--- config.mk ---
export PLATFORM = sky130hd
export DESIGN_NAME = mult_fu_cdb_stage
export DESIGN_NICKNAME = d
export VERILOG_FILES = /design/src/rtl/mult_fu_cdb_stage.sv
export SDC_FILE = /design/constraint.sdc
export NUM_CORES = 2
export LEC_CHECK = 0
export ABC_AREA = 1
export CORE_ASPECT_RATIO = 0.75
export CORE_MARGIN = 2
export CORE_UTILIZATION = 45
export DETAILED_ROUTE_END_ITERATION = 6
export GPL_TIMING_DRIVEN = 0
export PLACE_DENSITY_LB_ADDON = 0.25
export SYNTH_ARGS = -nofsm -noshare
export SYNTH_HDL_FRONTEND = slang
export SYNTH_SLANG_ARGS = --single-unit
--- constraint.sdc ---
create_clock -name clock -period 14.2 [get_ports clock]
set_clock_uncertainty 0.15 [all_clocks]
set_input_delay 1.42 -clock clock [delete_from_list [all_inputs] [get_ports clock]]
set_output_delay 1.42 -clock clock [all_outputs]
set_load 0.05 [all_outputs]
--- src/rtl/mult_fu_cdb_stage.sv ---
// Pipelined integer multiplier feeding the CDB arbiter.
// Bubble-collapsing stages; result broadcast one cycle after grant.
package mult_fu_pkg;
    localparam int CDB_XLEN  = 32;
    localparam int CDB_TAG_W = 6;

    typedef struct packed {
        logic                 valid;
        logic [CDB_TAG_W-1:0] tag;
        logic [CDB_XLEN-1:0]  data;
    } CDB_ENTRY;
endpackage

module mult_fu_cdb_stage
    import mult_fu_pkg::*;
#(
    parameter int XLEN   = CDB_XLEN,
    parameter int STAGES = 4,
    parameter int TAG_W  = CDB_TAG_W
) (
    input  logic             clock,
    input  logic             reset,
    input  logic             issue_valid,
    output logic             issue_ready,
    input  logic [XLEN-1:0]  issue_rs1,
    input  logic [XLEN-1:0]  issue_rs2,
    input  logic [1:0]       issue_func,
    input  logic [TAG_W-1:0] issue_tag,
    input  logic             flush,
    output logic             cdb_request,
    input  logic             cdb_grant,
    output CDB_ENTRY         fu_output
);
    localparam int PW   = 2 * XLEN;
    localparam int SL   = PW / STAGES;
    localparam int LAST = STAGES - 1;

    logic [STAGES-1:0] r_valid;
    logic [TAG_W-1:0]  r_tag    [STAGES];
    logic [1:0]        r_func   [STAGES];
    logic [PW-1:0]     r_acc    [STAGES];
    logic [PW-1:0]     r_mcand  [STAGES-1];
    logic [PW-1:0]     r_mplier [STAGES-1];
    CDB_ENTRY          r_out;

    logic [STAGES-1:0] w_free;
    logic              w_take;
    logic              w_a_sgn;
    logic              w_b_sgn;
    logic [PW-1:0]     w_a_ext;
    logic [PW-1:0]     w_b_ext;
    logic [PW-1:0]     w_pp0;
    logic [PW-1:0]     w_pp     [STAGES-1];
    logic [XLEN-1:0]   w_res;

    // A stage is free if it or any stage above it is empty, or the top is granted
    always_comb begin
        logic v_all;
        v_all  = 1'b1;
        w_take = cdb_grant & r_valid[LAST];
        w_free = '0;
        for (int k = LAST; k >= 0; k--) begin
            v_all     = v_all & r_valid[k];
            w_free[k] = w_take | ~v_all;
        end
    end

    // Operand extension and per-stage partial-product accumulation
    always_comb begin
        w_a_sgn = (issue_func != 2'd3);
        w_b_sgn = ~issue_func[1];
        w_a_ext = {{XLEN{w_a_sgn & issue_rs1[XLEN-1]}}, issue_rs1};
        w_b_ext = {{XLEN{w_b_sgn & issue_rs2[XLEN-1]}}, issue_rs2};
        w_pp0   = w_a_ext * {{(PW-SL){1'b0}}, w_b_ext[SL-1:0]};
        for (int k = 0; k < LAST; k++) begin
            w_pp[k] = r_acc[k]
                    + r_mcand[k] * {{(PW-SL){1'b0}}, r_mplier[k][SL-1:0]};
        end
        w_res = (r_func[LAST] == 2'd0) ? r_acc[LAST][XLEN-1:0]
                                       : r_acc[LAST][PW-1:XLEN];
    end

    // Stage registers: shift into free stages, flush clears all valids
    always_ff @(posedge clock or negedge reset) begin
        if (!reset) begin
            r_valid <= '0;
            for (int k = 0; k < STAGES; k++) begin
                r_tag[k]  <= '0;
                r_func[k] <= '0;
                r_acc[k]  <= '0;
            end
            for (int k = 0; k < LAST; k++) begin
                r_mcand[k]  <= '0;
                r_mplier[k] <= '0;
            end
        end else begin
            if (w_free[0]) begin
                r_valid[0]  <= issue_valid;
                r_tag[0]    <= issue_tag;
                r_func[0]   <= issue_func;
                r_acc[0]    <= w_pp0;
                r_mcand[0]  <= w_a_ext << SL;
                r_mplier[0] <= w_b_ext >> SL;
            end
            for (int k = 1; k < LAST; k++) begin
                if (w_free[k]) begin
                    r_valid[k]  <= r_valid[k-1];
                    r_tag[k]    <= r_tag[k-1];
                    r_func[k]   <= r_func[k-1];
                    r_acc[k]    <= w_pp[k-1];
                    r_mcand[k]  <= r_mcand[k-1] << SL;
                    r_mplier[k] <= r_mplier[k-1] >> SL;
                end
            end
            if (w_free[LAST]) begin
                r_valid[LAST] <= r_valid[LAST-1];
                r_tag[LAST]   <= r_tag[LAST-1];
                r_func[LAST]  <= r_func[LAST-1];
                r_acc[LAST]   <= w_pp[LAST-1];
            end
            if (flush) begin
                r_valid <= '0;
            end
        end
    end

    // Broadcast register mirrors the CDB's registered grant
    always_ff @(posedge clock or negedge reset) begin
        if (!reset) begin
            r_out <= '0;
        end else if (w_take) begin
            r_out <= '{valid: 1'b1, tag: r_tag[LAST], data: w_res};
        end else begin
            r_out <= '0;
        end
    end

    assign issue_ready = w_free[0];
    assign cdb_request = r_valid[LAST];
    assign fu_output   = r_out;
endmodule

==> summary.txt <==
Synth
  • Synth area leader: fa_1
  • Post-Syn Instances: roughly 8,700
  • Prevailing post-synth register cell: dfrtp_1
  • Synth area leaders: fa_1 (36%), dfrtp_1 (16%), nand2_1 (14%)
  • Flops & latches, synth: between 400 and 500
  • Syn Nets: roughly 10,000
  • Seq/Total Area, Yosys: 0.1558
  • FFs w/ async S/R, synth: 1.000
  • Post-synth EDFFs: 0
  • Post-Syn Area per Cell: 7.696 um^2
  • Yosys warns: 0
  • Post-synth top area share: 0.3605
  • Syn Std Cell Area: ~0.067 mm^2
  • Synth cell types: 49

Timing
  • Worst slew pin tran: 1.401 ns
  • RSZ-0062 raised after global routing: false
  • Normalized max-slew margin: 0.06615
  • Min Hold Slack: about 0.32 ns
  • Fin crit period: 9.979 ns
  • Maximum clock rate: 100.2 MHz
  • Fin. Hold Viols: 0
  • Fin. max-slew vios: 0
  • Final setup viols: 0
  • Final worst path period share: 0.7027

Floorplan
  • Starting density of the core: 0.4537
  • Die area: 0.1520 mm^2
  • Ports: 118
  • Row cnt: 122
  • Die height: 338.1 um
  • Core area: 0.1476 mm^2
  • Overall die width: 449.5 um

Route
  • Per-cell routed wire length: approximately 22 um
  • Detailed-route DRC error count: 0
  • Drt pass-1 iters: 6
  • DRT Wirelength: 237,000 um
  • Drt via density: 5.272
  • DRT iter0 DRCs: 6,200
  • Antenna Violating Nets Remaining: 0
  • Vias: 57,232

Critical path
  • Data required, critical path: 14.58 ns
  • Crit. End Element: flop
  • Peak fanout along the critical path: 10
  • CP startpoint: r_mcand[148]
  • Flop2flop setup slack: around 4.2 ns
  • Most frequent CP cell: nand2_1
  • Slowest cell delay on critical path: just over 1 ns
  • CP Data Arrival Time: approximately 10 ns
  • RR Startpoint: r_mcand[148]
  • Reg2reg end: r_acc[191]
  • Slowest cell on crit path: clkbuf_1
  • Worst setup path endpoint: r_acc[191]
  • Setup Crit Path Kind: reg2reg
  • Worst setup SP type: flop
  • Worst R2R Path Depth: 34

Cells and area
  • Finished Cell Area: a little over 0.07 mm^2
  • Share of post-route cells with drive strength above 1: 0.01567
  • Final net count: about 10,000
  • Fillers: about 15,000
  • P&R area growth vs syn: 7.336%

Clocking
  • Reg clk slew, reported paths: 0.07 ns
  • Post-CTS setup buffers: 0
  • CTS sink cnt: between 400 and 500
  • Clk_lat worst skew: about 0.62 ns
  • CTS Buf Count: 44
  • Root buf cell: clkbuf_16
  • CTS Hold Bufs: 0
  • CTS tree: yes
  • CTS Buffer Depth: 3
  • H-tree depth: 2
  • Post_cts resized: 0

GRT
  • Antenna violations before repair: 9
  • Vias in the first global route: 57,605
  • Total grt overflow: 0
  • First-pass GRT wire length: 360,200 um
  • Largest net degree at the start of global routing: 114
  • All-Layer GR Usage: 0.3161

Place
  • DP Wirelength: 204,000 um
  • Port buffer count: 83
  • DP Area: 0.07038 mm^2
  • Placer Congestion: just over 1

Hold path
  • Worst min-delay path category: reg2reg
  • HP Start: r_acc[128]

Status
  • Status: completed

Run
  • Max-cap viol count: 0
worst min-delay path by stage:
stage / to / slack [ns] / cells past startpoint
floorplan: r_acc[133] / 0.29 / 2
finish: r_acc[64] / 0.32 / 2
detailed placement: r_acc[64] / 0.30 / 2
CTS: r_acc[64] / 0.32 / 2
global placement: r_acc[133] / 0.30 / 2
global route: r_acc[64] / 0.34 / 2
layout by cell type (no fill, tap or decap), drive strengths merged, types with 2 or more instances in the layout:
master,n
dfrtp,417
clkinvlp,3
inv,2190
clkdlybuf4s50,82
ha,354
nor2,422
o22ai,2
nor3,53
o211ai,7
bufinv,3
clkbuf,350
a211oi,5
nand4,44
nand3b,9
a31oi,61
diode,4
xor2,75
a21o,29
clkinv,13
o211a,2
buf,51
xnor2,73
nor4,13
o31ai,6
nand2,2518
o21bai,30
o21a,13
a21boi,9
o221ai,3
or2,20
fa,1206
o21ai,315
a21oi,263
nand3,219
and3,3
routing by layer:
metal,up-vias,GRT usage,part of all wire
met3,299,0.07707,0.11
met2,2666,0.4390,0.40
met5,-,0,0.00011
li1,25666,-,-
met4,4,0.06299,0.022
met1,28597,0.4955,0.47
area by class of cell:
cell class,instances,area (um^2),share of cell area
multi-input combinational,5759,47010,0.6540
sequential,417,10440,0.1452
inverter,2189,8217,0.1143
tap,1984,2482,0.03453
buffer,338,1309,0.01821
clock buffer,59,1227,0.01707
timing repair buffer,86,918.4,0.01278
clock inverter,20,275.3,0.003829
antenna,4,10.01,0.0001392
registers in the layout, summed over array words and instances, names as in the netlist:
register   count
r_acc        242
r_mcand       81
fu_output     39
r_tag         24
r_mplier      19
r_func         8
r_valid        4
Yosys cell counts, drive strengths merged, types with 3 or more instances:
library cell  number
nor3              53
dfrtp            417
a31oi             61
and3               3
clkbuf           291
a211oi             5
fa              1206
nand2           2518
a21o              29
nand4             44
ha               354
buf               47
o221ai             3
nand3b             9
o21ai            315
a21oi            263
nand3            219
nor2             422
o21bai            30
xor2              75
a21boi             9
or2               20
xnor2             73
o21a              13
o31ai              6
nor4              13
o211ai             7
inv             2189
through the flow:
step	utilization	worst slack (ns)	instances	TNS, ns
finish	0.4870	4.221	10856	0
global route	0.4870	3.674	10853	0
CTS	0.4869	4.414	10852	0
detailed placement	0.4768	4.387	10773	0
global placement	0.4762	-6.998	10770	-2876.28
floorplan	-	7.113	8703	0
logic make-up (layout without fill, tap and decap cells):
kind of cell / after synthesis / after routing / share of synthesized area
and+or+nand+nor: 3303 / 3303 / 0.1945
other: 0 / 4 / 0
xor gates and xnor gates: 148 / 148 / 0.01935
DFF: 417 / 417 / 0.1558
adders and majority gates: 1560 / 1560 / 0.4266
buffers and inverters: 2527 / 2692 / 0.1422
AOI/OAI and AO/OA: 748 / 748 / 0.06150
worst max-delay path: cells and delay by family (launching register included):
kind | cells | cell delay, ns
XOR/XNOR | 1 | 0.63
buffers and inverters | 6 | 1.95
AO/OA/AOI/OAI | 4 | 0.72
AND/OR/NAND/NOR | 15 | 2.33
adder cells (fa/ha/maj) | 8 | 3.75
flip-flops | 1 | 0.33
Power is left out: the tool's default activity adds up to more than one toggle a clock period on the data nets, which glitch-free logic cannot reach.
